<file path="src/rtl/wb_stage_buffered.sv">
// Write-back stage: commits ALU results or extracted load data to the register file, waiting on slow memory.
// Latency: 1 cycle from accept (or from load-data arrival when the load had to wait).
// Backpressure: o_Ready drops while a load waits for memory; one instruction per cycle otherwise.
module wb_stage_buffered #(
    parameter int DATA_WIDTH      = 32,
    parameter int REG_ADDR_WIDTH  = 4,
    parameter int STALL_CNT_WIDTH = 16
) (
    input  logic                       clk,
    input  logic                       reset,
    input  logic                       i_Valid,
    output logic                       o_Ready,
    input  logic [DATA_WIDTH-1:0]      i_Pc,
    input  logic                       i_Sig_Write_Back_Enable,
    input  logic                       i_Sig_Memory_Read_Enable,
    input  logic [1:0]                 i_Load_Size,
    input  logic                       i_Load_Signed,
    input  logic [1:0]                 i_Addr_Low,
    input  logic [DATA_WIDTH-1:0]      i_ALU_Result,
    input  logic [REG_ADDR_WIDTH-1:0]  i_Destination,
    input  logic [DATA_WIDTH-1:0]      i_Data_Memory,
    input  logic                       i_Data_Memory_Valid,
    output logic [DATA_WIDTH-1:0]      o_Pc,
    output logic                       o_Sig_Write_Back_Enable,
    output logic [DATA_WIDTH-1:0]      o_Write_Back_Value,
    output logic [REG_ADDR_WIDTH-1:0]  o_Destination,
    output logic                       o_Misaligned,
    output logic [STALL_CNT_WIDTH-1:0] o_Stall_Count
);

    typedef enum logic [0:0] {
        IDLE     = 1'b0,
        WAIT_MEM = 1'b1
    } state_t;

    state_t state_q, state_d;

    // Fields of a load that is waiting for its memory response
    logic [DATA_WIDTH-1:0]     hold_pc_q;
    logic [REG_ADDR_WIDTH-1:0] hold_dest_q;
    logic [1:0]                hold_size_q;
    logic                      hold_signed_q;
    logic [1:0]                hold_off_q;
    logic                      hold_wbe_q;

    // Output registers
    logic [DATA_WIDTH-1:0]      pc_q;
    logic [DATA_WIDTH-1:0]      val_q;
    logic [REG_ADDR_WIDTH-1:0]  dest_q;
    logic                       wbe_q;
    logic                       mis_q;
    logic [STALL_CNT_WIDTH-1:0] cnt_q;

    // Commit-side selection: live inputs in IDLE, held fields in WAIT_MEM
    logic                      capture;
    logic                      commit;
    logic                      c_load;
    logic [DATA_WIDTH-1:0]     c_pc;
    logic [REG_ADDR_WIDTH-1:0] c_dest;
    logic [1:0]                c_size;
    logic                      c_signed;
    logic [1:0]                c_off;
    logic                      c_wbe;

    logic [7:0]            lane8;
    logic [15:0]           lane16;
    logic [DATA_WIDTH-1:0] ext_val;
    logic                  ext_mis;
    logic [DATA_WIDTH-1:0] wb_val;
    logic                  wb_mis;

    assign o_Ready = (state_q == IDLE);

    // Next state, capture/commit decisions and selection of the committing instruction's fields
    always_comb begin
        state_d  = state_q;
        capture  = 1'b0;
        commit   = 1'b0;
        c_load   = 1'b0;
        c_pc     = i_Pc;
        c_dest   = i_Destination;
        c_size   = i_Load_Size;
        c_signed = i_Load_Signed;
        c_off    = i_Addr_Low;
        c_wbe    = i_Sig_Write_Back_Enable;
        case (state_q)
            IDLE: begin
                if (i_Valid) begin
                    if (!i_Sig_Memory_Read_Enable) begin
                        commit = 1'b1;
                    end else if (i_Data_Memory_Valid) begin
                        commit = 1'b1;
                        c_load = 1'b1;
                    end else begin
                        capture = 1'b1;
                        state_d = WAIT_MEM;
                    end
                end
            end
            WAIT_MEM: begin
                c_load   = 1'b1;
                c_pc     = hold_pc_q;
                c_dest   = hold_dest_q;
                c_size   = hold_size_q;
                c_signed = hold_signed_q;
                c_off    = hold_off_q;
                c_wbe    = hold_wbe_q;
                if (i_Data_Memory_Valid) begin
                    commit  = 1'b1;
                    state_d = IDLE;
                end
            end
            default: state_d = IDLE;
        endcase
    end

    // Sub-word lane extraction, extension and alignment check; reserved size behaves as word
    always_comb begin
        lane8   = i_Data_Memory[7:0];
        lane16  = c_off[1] ? i_Data_Memory[31:16] : i_Data_Memory[15:0];
        ext_val = i_Data_Memory;
        ext_mis = (c_off != 2'b00);
        case (c_off)
            2'd0: lane8 = i_Data_Memory[7:0];
            2'd1: lane8 = i_Data_Memory[15:8];
            2'd2: lane8 = i_Data_Memory[23:16];
            2'd3: lane8 = i_Data_Memory[31:24];
            default: lane8 = i_Data_Memory[7:0];
        endcase
        case (c_size)
            2'b01: begin
                ext_val = {{(DATA_WIDTH-16){c_signed & lane16[15]}}, lane16};
                ext_mis = c_off[0];
            end
            2'b10: begin
                ext_val = {{(DATA_WIDTH-8){c_signed & lane8[7]}}, lane8};
                ext_mis = 1'b0;
            end
            default: begin
                ext_val = i_Data_Memory;
                ext_mis = (c_off != 2'b00);
            end
        endcase
        wb_val = c_load ? ext_val : i_ALU_Result;
        wb_mis = c_load & ext_mis;
    end

    // State register and holding registers for a waiting load; reset drops any pending load
    always_ff @(posedge clk or negedge reset) begin
        if (!reset) begin
            state_q       <= IDLE;
            hold_pc_q     <= '0;
            hold_dest_q   <= '0;
            hold_size_q   <= '0;
            hold_signed_q <= 1'b0;
            hold_off_q    <= '0;
            hold_wbe_q    <= 1'b0;
        end else begin
            state_q <= state_d;
            if (capture) begin
                hold_pc_q     <= i_Pc;
                hold_dest_q   <= i_Destination;
                hold_size_q   <= i_Load_Size;
                hold_signed_q <= i_Load_Signed;
                hold_off_q    <= i_Addr_Low;
                hold_wbe_q    <= i_Sig_Write_Back_Enable;
            end
        end
    end

    // Registered commit: strobes pulse for one cycle, data fields hold between commits
    always_ff @(posedge clk or negedge reset) begin
        if (!reset) begin
            pc_q   <= '0;
            val_q  <= '0;
            dest_q <= '0;
            wbe_q  <= 1'b0;
            mis_q  <= 1'b0;
        end else begin
            wbe_q <= commit & c_wbe & ~wb_mis;
            mis_q <= commit & wb_mis;
            if (commit) begin
                pc_q   <= c_pc;
                val_q  <= wb_val;
                dest_q <= c_dest;
            end
        end
    end

    // Saturating count of cycles spent waiting on memory
    always_ff @(posedge clk or negedge reset) begin
        if (!reset) begin
            cnt_q <= '0;
        end else if (state_q == WAIT_MEM && cnt_q != {STALL_CNT_WIDTH{1'b1}}) begin
            cnt_q <= cnt_q + STALL_CNT_WIDTH'(1);
        end
    end

    assign o_Pc                    = pc_q;
    assign o_Write_Back_Value      = val_q;
    assign o_Destination           = dest_q;
    assign o_Sig_Write_Back_Enable = wbe_q;
    assign o_Misaligned            = mis_q;
    assign o_Stall_Count           = cnt_q;

endmodule

</file>
<file path="config.mk">
export PLATFORM = sky130hd
export DESIGN_NAME = wb_stage_buffered
export DESIGN_NICKNAME = d
export VERILOG_FILES = /design/src/rtl/wb_stage_buffered.sv
export SDC_FILE = /design/constraint.sdc
export NUM_CORES = 1
export LEC_CHECK = 0
export CORE_UTILIZATION = 51
export CTS_CLUSTER_DIAMETER = 200
export CTS_CLUSTER_SIZE = 12
export DETAILED_ROUTE_END_ITERATION = 7
export MAX_ROUTING_LAYER = met4
export PLACE_DENSITY_LB_ADDON = 0.25
export SYNTH_ARGS = -nofsm -noshare
export SYNTH_HDL_FRONTEND = slang
export SYNTH_SLANG_ARGS = --single-unit
export TNS_END_PERCENT = 10
</file>
<file path="constraint.sdc">
create_clock -name clk -period 5.3 [get_ports clk]
set_input_delay 0.53 -clock clk [delete_from_list [all_inputs] [get_ports clk]]
set_output_delay 0.53 -clock clk [all_outputs]
set_load 0.01 [all_outputs]
</file>
# Word-level counts from Yosys, hierarchy flattened
# Index checks and enable logic that the tools add are counted.
# W data, S select, Z words.
[classes]
addsub = 1
n_reduce_logical = 3
n_mux = 23
bitwise_logic = 8
n_eq_ne = 6
[op_table]
columns = ["cell", "n"]
rows = [
  ["$mux W32", 2],
  ["$pmux W32 S2", 1],
  ["$pmux W8 S4", 1],
  ["$add A16 B1 Y16 const B", 1],
  ["$mux W16", 1],
  ["$ne A16 B16 Y1 const B", 1],
  ["$mux W1", 11],
  ["$pmux W1 S2", 4],
  ["$and A1 B1 Y1", 6],
  ["$eq A2 B2 Y1 const B", 3],
  ["$eq A2 B1 Y1 const B", 2],
  ["$mux W2", 2],
  ["$mux W4", 1],
  ["$logic_not A2 Y1", 1],
  ["$not A1 Y1", 2],
  ["$reduce_bool A2 Y1", 1],
  ["$logic_and A1 B1 Y1", 1],
]
[word_totals]
register_bits = 129
out_inout_bits = 87
inputBits = 111
wordCells = 54

# Logic depth before layout (Yosys ltp)
# Gate-level depths: netlist of run 1.
[depth]
word_depth = 7
mapped_depth = 13

# Worst setup path before layout of run 1
# OpenSTA, ideal clock, no wires.
[synth_timing]
path_type = "reg2reg"
startpoint = "register state_q"
endpoint = "register val_q[5] (netlist: o_Write_Back_Value[5])"
arrival_time_ps = 2676
setup_time_ps = 66
path_stages_with_launch = 14
path_slack_ps = 2558
path_cell_list = "dfrtp_1 -> buf_6 -> buf_2 -> buf_2 -> buf_2 -> mux2i_1 -> inv_1 -> ha_1 -> clkbuf_1 -> inv_1 -> clkbuf_1 -> a31oi_1 -> a2111oi_0 -> a221o_1"
[synth_via]
elab_chain_len = 5
[synth_rtl]
columns = ["item", "line", "source"]
rows = [
  ["start, declared", "36", "state_t state_q, state_d;"],
  ["start signal, assigned", "159", "state_q <= state_d;"],
  ["$mux W2", "86", "case (state_q)"],
  ["$eq A2 B2 Y1, or another cell as far along", "123", "case (c_off)"],
  ["$pmux W8 S4", "123", ""],
  ["$pmux W32 S2", "130", "case (c_size)"],
  ["$mux W32", "144", "wb_val = c_load ? ext_val : i_ALU_Result;"],
  ["end signal, assigned", "184", "val_q <= wb_val;"],
  ["end, declared", "48", "logic [DATA_WIDTH-1:0] val_q;"],
]
# Parallel ways exist; a longest one is shown, timed or not.
# A chain may end at the register's enable or synchronous reset.

# Worst setup path after layout of run 1
[layout_timing]
startpoint = "register state_q"
endpoint = "register val_q[3] (netlist: o_Write_Back_Value[3])"
# The elaborated chain is that of the path after synthesis.

==> results.cfg, run 1 <==
[cells_and_area]
n_antenna_cell = 0
drive_above_1_share_pct = 13.0
final_cell_count_no_fill = 971
post-route-util_pct = 72.8
final_cell_mix = clkdlybuf4s50_1 (196), dfrtp_1 (128), nand2_1 (65), mux2i_1 (48), o21ai_0 (48)
layout_commonest_cell = clkdlybuf4s50_1
fin_nets = 900
syn_to_final_growth_pct = 39.5

[logic_synthesis]
syn-cell-area_mm2 = 0.00658
synth_cell_types = 62
ys_warn_count = 0
ys_ff_latch = 129
synth.top_cell.area_share_pct = 49.0
syn_nets = 724
yosys.area.top_type = dfrtp_1
avgSynthCellArea_um2 = 10.8
synth_seq_area_share_pct = 49.0
async_flop_share_pct = 100
synth_flop_cell = dfrtp_1
syn_inst = 610
synth_area_leaders = dfrtp_1 (49%), mux2i_1 (7.5%), mux2_2 (7.4%), nand2_1 (3.7%), o21ai_0 (3.6%)
synth-edff-count = 0

[die]
num_rows = 41
io_pins = 198
die_h_um = 116
core_mm2 = 0.0126
start_util_pct = 52.2
die_w_um = 116
floorplan.die_area_mm2 = 0.0134

[outcome]
outcome = completed

[worst_setup_path]
crit_chain = mux2i_1 -> inv_1 -> ha_1 -> inv_1 -> o211a_1 -> o32a_1 -> o21ai_1
end_kind = flip-flop
r2r_cells = 7
worstSetupStartpoint = state_q
r2r-end = o_Write_Back_Value[3]
max_stage_delay_ps = 1080
path_class = reg -> reg
crit_fanout = 71
rrSetupSlack_ps = 1590
r2r_start = state_q
cp_data_required_time_ps = 5640
cp_data_arrival_time_ps = 4040
critPathSlowestCell = dfrtp_4
cp-endpoint = o_Write_Back_Value[3]
cp_common_cell = inv_1
start_kind = flip-flop

[placement]
numPortBuffers = 197
gp_congestion = 0.902
place_inst = 939
dp_hpwl_um = 12700

[clock_network]
h-tree-depth = 4
postCtsSetupRepairBufs = 0
post_cts_resized = 0
cts_buffers = 17
clk_path_buf_depth = 2
cts.sinks = 129
cts.clk_slew.worst_paths_ps = 60
cts_tree = built
cts_root_buffer = clkbuf_16
cts_hold_buf = 0
insertion_delay_ps = 420

[sta]
fmax_mhz = 270
setup-tns-final_ps = 0
rsz0062_at_grt = no
tightestPinTransition_ps = 1260
slew_headroom_pct = 14.2
fin_skew_ps = 5.67
setup_violations = 0
finalCritPeriodShare_pct = 69.9
hold_viol = 0
period_needed_ps = 3710
maxSlewViolCount = 0

[global_route]
track_usage_pct = 28.2
grt.overflow.total = 0
grt_max_degree = 84
grt_pass1_vias = 5611
antenna_found_initial = 0
grt_first_pass_wirelength_um = 27700

[pwr]
cellLeakagePower_uw = 0.00371
p_per_area_mw_per_mm2 = 362
peakVddDrop_mv = 0.255

[route]
first_pass_iters = 5
wl_per_cell_um = 18.6
viasPerCell = 5.86
ant_nets = 0
vias = 5686
drc = 0
drt_first_iter_violations = 327
drt-total-wl_um = 18100

[run]
cap_violations = 0

[min_path]
hp-class = in -> async
registers in the layout, summed over array words and instances (netlist names), 2 cells and up:
| signal | cells |
|---|---|
| hold_size_q | 2 |
| o_Pc | 32 |
| hold_pc_q | 32 |
| o_Stall_Count | 16 |
| o_Write_Back_Value | 32 |
| o_Destination | 4 |
| hold_dest_q | 4 |
| hold_off_q | 2 |
cell usage after synthesis (3+ instances only):
cell,instances
nor2_1,15
a22oi_1,5
nand3_1,18
a32o_1,4
nand4_1,3
nor3_1,13
a31oi_1,16
inv_1,8
a21oi_1,24
clkbuf_1,17
and3_1,21
buf_6,3
o21ai_0,48
o211ai_1,4
and2_1,3
dfrtp_1,129
ha_1,3
o221ai_1,6
nand2_1,65
buf_2,21
mux2i_1,49
o32a_1,6
o221ai_2,10
a211oi_1,3
o21ai_1,6
mux2_2,43
xor2_1,6
xnor2_1,9
a32oi_1,3
o22ai_1,7
how the worst min path moves through the flow:
stage | start | to | slack [ps] | cells past startpoint
global placement | o_Destination[1] | o_Destination[1] | 460 | 2
CTS | reset | o_Stall_Count[6] | 330 | 1
floorplan | reset | hold_dest_q[0] | 230 | 0
global route | reset | o_Stall_Count[6] | 380 | 1
detailed placement | o_Pc[23] | o_Pc[23] | 470 | 2
finish | reset | o_Stall_Count[11] | 280 | 1
stage by stage:
stage / cell area, um2 / hold WS [ps] / power (uW) / setup slack, ps
floorplan: 6580 / 234 / 1750 / 2560
global placement: 8610 / 464 / 2180 / 1690
detailed placement: 8610 / 472 / 2210 / 1640
CTS: 9180 / 330 / 3340 / 1630
global route: 9180 / 380 / 3470 / 1330
finish: 9180 / 280 / 3330 / 1590
power breakdown:
group	switching [uW]	internal (uW)	leakage [uW]
clock	437	684	0.000272
combinational	396	488	0.00185
sequential	145	1180	0.00159
total	977	2350	0.00371
routing by layer:
metal	up-vias	GRT usage [%]	wire length [um]	part of all wire (%)
met5	-	-	0	0
met1	2794	33.8	7480	41
met2	224	46.3	8980	50
met3	38	6.38	1160	6.4
met4	0	11.4	454	2.5
li1	2630	-	-	-
layout make-up:
| type | count | area (um2) |
|---|---|---|
| repair buffers | 201 | 2000 |
| flip-flops and latches | 129 | 3230 |
| well taps | 172 | 215 |
| multi-input cells | 429 | 3130 |
| clock buffers | 21 | 470 |
| clock inverters | 11 | 105 |
| fillers | 941 | 3440 |
| inverters | 8 | 30.0 |
logic make-up after synthesis:
group	count (synthesis)	share of synthesized area, %
mux	95	15.6
buf+inv	52	3.82
flops	129	49.0
compound gates	160	17.3
simple gates	156	11.7
xor+xnor	15	2.00
fa+ha+maj	3	0.570
worst max-delay path, delay by kind of cell (launching register included):
kind / cells / cell delay (ps)
DFF: 1 / 1080
adders and majority gates: 1 / 930
AOI/OAI and AO/OA: 3 / 800
buffers and inverters: 2 / 470
muxes: 1 / 320
(Power assumes the default switching activity.)
==> run 2: changes to the inputs <==
Settings changed: CORE_UTILIZATION 51 to 43.
Clock period 5.3 ns to 3.2 ns, I/O delays scaled along.
==> results.cfg, run 2 (synthesis results as in run 1) <==
[sta]
setup_violations = 0
hold_ws_ps = 475
slew_headroom_pct = 42.3
setup-tns-final_ps = 0
fmax_mhz = 368
maxSlewViolCount = 0
hold_viol = 0
setup_slack_ps = 483
fin_skew_ps = 8.26
finalCritPeriodShare_pct = 84.9
tightestPinTransition_ps = 862
period_needed_ps = 2720
rsz0062_at_grt = no

[global_route]
grt_first_pass_wirelength_um = 30000
track_usage_pct = 24.9
grt_pass1_vias = 5941
grt.overflow.total = 0
grt_max_degree = 75
antenna_found_initial = 0

[placement]
place_area_mm2 = 0.00871
dp_worst_setup_slack_ps = 578
gp_congestion = 0.988
dp_hpwl_um = 13100
numPortBuffers = 197

[route]
first_pass_iters = 6
ant_nets = 0
wl_per_cell_um = 18.8
drt-total-wl_um = 18700
drt_first_iter_violations = 558
viasPerCell = 5.84
drc = 0
vias = 5801

[worst_setup_path]
path_class = reg -> reg
max_stage_delay_ps = 620
critPathSlowestCell = dfrtp_4
crit_fanout = 26
cp_common_cell = inv_1
crit_chain = mux2i_1 -> inv_1 -> ha_1 -> buf_4 -> inv_1 -> a31oi_1 -> a2111oi_0 -> a221o_1
end_kind = flip-flop
cp_data_arrival_time_ps = 3070
cp_data_required_time_ps = 3550
start_kind = flip-flop

[outcome]
outcome = completed

[die]
floorplan.die_area_mm2 = 0.0158
die_w_um = 126
die_h_um = 126
start_util_pct = 44.6
core_mm2 = 0.0148
io_pins = 198
num_rows = 44

[clock_network]
cts_tree = built
postCtsSetupRepairBufs = 0
cts_root_buffer = clkbuf_16
clk_path_buf_depth = 2
cts.sinks = 129
cts.clk_slew.worst_paths_ps = 60
h-tree-depth = 4
insertion_delay_ps = 420
cts_buffers = 17

[cells_and_area]
fin_nets = 910
drive_above_1_share_pct = 13.7
postLayoutCellArea_mm2 = 0.00928
register_area_mm2 = 0.00323
syn_to_final_growth_pct = 41.0
layout_commonest_cell = clkdlybuf4s50_1
final_cell_mix = clkdlybuf4s50_1 (196), dfrtp_1 (128), nand2_1 (65), mux2i_1 (48), o21ai_0 (48)
n_antenna_cell = 0
multi_input_area_mm2 = 0.00312
fill_cells = 1184

[min_path]
hp-class = reg -> reg

[pwr]
p_per_area_mw_per_mm2 = 594
finalPower_uw = 5520
cellLeakagePower_uw = 0.00376
peakVddDrop_mv = 0.357

[run]
cap_violations = 0
## run 2: per-layer routing
metal / wire length (um) / global-route usage, % / vias up / part of all wire, %
met4: 498 / 9.68 / 0 / 2.7
met1: 7730 / 30.6 / 2807 / 41
met2: 8910 / 39.0 / 298 / 48
li1: - / - / 2648 / -
met5: 0 / - / - / 0
met3: 1530 / 6.71 / 48 / 8.2
## run 2: final cells by class
cell class	instances	share of cell area, %
tap	184	2.48
clock inverter	11	1.13
sequential	129	34.8
multi-input combinational	429	33.7
clock buffer	21	4.96
inverter	8	0.323
timing repair buffer	211	22.6
## run 2: final timing paths
check / cells after the start / slack, ps / to / startpoint
max: 8 / 480 / o_Write_Back_Value[6] / state_q
min: 2 / 470 / o_Pc[6] / o_Pc[6]
max reg2reg: 8 / 480 / o_Write_Back_Value[6] / state_q
min reg2reg: 2 / 470 / o_Pc[6] / o_Pc[6]
max in group asynchronous: 3 / 1810 / o_Destination[1] / reset
min in group asynchronous: 2 / 500 / o_Write_Back_Value[31] / reset
## run 2: critical path, delay by kind of cell, from the launching register on
kind / cells / cell delay, ps
flops: 1 / 620
mux: 1 / 280
buf+inv: 3 / 540
compound gates: 3 / 880
fa+ha+maj: 1 / 330
## run 2: per-stage QoR
stage	utilization (%)	cells
after floorplan	-	610
after global placement	59.0	960
after detailed placement	59.0	960
after CTS	62.9	993
after global routing	62.9	993
final	62.9	993
## run 2: where the power goes
part | internal [uW] | total [uW] | switching, uW
registers | 1950 | 2170 | 224
clock network | 1110 | 1840 | 727
logic | 825 | 1510 | 681
## run 2: repair_timing
item,CTS,global route
endpoints found under the hold margin,1,0
resized for setup,0,0
hold buffers,1,0
==> run 3: changes to the inputs <==
Clock period 3.2 ns to 2.3 ns, I/O delays scaled along.
==> results.cfg, run 3 (synthesis results as in run 1) <==
[clock_network]
h-tree-depth = 4
insertion_delay_ps = 420
cts_buffers = 17
cts_tree = built
clk_path_buf_depth = 2
cts.clk_slew.worst_paths_ps = 60
cts_root_buffer = clkbuf_16
cts.sinks = 129

[route]
wl_per_cell_um = 19.0
drt_first_iter_violations = 423
drc = 0
drt-total-wl_um = 19400
ant_nets = 0
vias = 5885
viasPerCell = 5.75
first_pass_iters = 6

[die]
die_h_um = 126
die_w_um = 126
start_util_pct = 44.6
num_rows = 44
floorplan.die_area_mm2 = 0.0158
io_pins = 198
core_mm2 = 0.0148

[cells_and_area]
final_cell_count_no_fill = 1023
final_cell_mix = clkdlybuf4s50_1 (195), dfrtp_1 (128), nand2_1 (65), o21ai_0 (48), mux2i_1 (47)
layout_commonest_cell = clkdlybuf4s50_1
post-route-util_pct = 65.2
drive_above_1_share_pct = 17.4
syn_to_final_growth_pct = 46.1
fin_nets = 940
n_antenna_cell = 0

[worst_setup_path]
start_kind = flip-flop
crit_family = compound AO/OA/AOI/OAI gates
cp_common_cell = a31oi_1
end_kind = flip-flop
cp_data_required_time_ps = 2590
path_buf_inv = 2
max_stage_delay_ps = 550
path_class = reg -> reg
crit_chain = mux2i_2 -> inv_1 -> ha_2 -> nor2b_1 -> buf_4 -> a32o_1 -> a31oi_1 -> a31oi_1
cp_data_arrival_time_ps = 2470
crit_fanout = 11
critPathSlowestCell = dfrtp_4

[global_route]
grt.overflow.total = 0
grt_max_degree = 52
grt_pass1_vias = 5940
antenna_found_initial = 0
grt_first_pass_wirelength_um = 30600
track_usage_pct = 25.7

[sta]
fmax_mhz = 459
setup_violations = 0
setup-tns-final_ps = 0
finalCritPeriodShare_pct = 94.6
maxSlewViolCount = 0
period_needed_ps = 2180
tightestPinTransition_ps = 571
rsz0062_at_grt = no
slew_headroom_pct = 61.7
fin_skew_ps = 7.94
hold_viol = 0
hold_ws_ps = 319

[pwr]
p_per_area_mw_per_mm2 = 830
cellLeakagePower_uw = 0.00396
peakVddDrop_mv = 0.782

[min_path]
hp-class = in -> async

[placement]
numPortBuffers = 197
dp_hpwl_um = 13800
place_inst = 985
gp_congestion = 0.901

[outcome]
outcome = completed

[run]
cap_violations = 0
[run 3: report_power, final]
| group | internal [uW] | switching, uW | leakage, uW |
|---|---|---|---|
| Clock | 1720 | 1070 | 0.000296 |
| Combinational | 1210 | 981 | 0.00208 |
| Sequential | 2710 | 300 | 0.00159 |
| Total | 5640 | 2350 | 0.00396 |
[run 3: final timing paths]
check / from / endpoint / slack, ps / depth (start not counted)
worst min-delay path: reset / o_Write_Back_Value[27] / 320 / 2
worst max register to register: state_q / o_Write_Back_Value[12] / 120 / 8
worst max-delay path: state_q / o_Write_Back_Value[12] / 120 / 8
max in group asynchronous: reset / o_Pc[26] / 1310 / 3
worst min register to register: o_Pc[2] / o_Pc[2] / 480 / 2
min in group clk: i_ALU_Result[10] / o_Write_Back_Value[10] / 430 / 3
[run 3: what timing repair did]
action | 4_1_cts | 5_1_grt
gates resized for setup | 0 | 3
hold buffers | 1 | 0
hold endpoints to repair | 33 | 0
setup endpoints to repair | 0 | 13
buffers inserted | 0 | 5
[run 3: per-stage QoR]
stage	total power (uW)	area (um2)	worst slack, ps
floorplan	4050	6630	-2.76
global placement	5120	8950	106
detailed placement	5220	8950	12.9
CTS	8030	9570	20.9
global route	8360	9620	18.1
finish	7980	9620	124
[run 3: layer usage]
metal / share of wire, % / global-route usage (%)
met1: 42 / 30.9
met2: 48 / 40.9
met3: 8.2 / 7.26
met4: 2.5 / 9.83
met5: 0 / -
[run 3: worst register-to-register path: stages, from the launching register on]
cell     delay (ps)
dfrtp_4         550
mux2i_2         210
inv_1            70
ha_2            400
nor2b_1          70
buf_4           170
a32o_1          260
a31oi_1         210
a31oi_1         120
[run 3: area by class of cell]
class / count / area, um2
clock inverters: 15 / 184
clock buffers: 17 / 425
flip-flops and latches: 129 / 3230
inverters: 8 / 30.0
fillers: 1160 / 5140
multi-input cells: 429 / 3140
well taps: 184 / 230
repair buffers: 241 / 2380
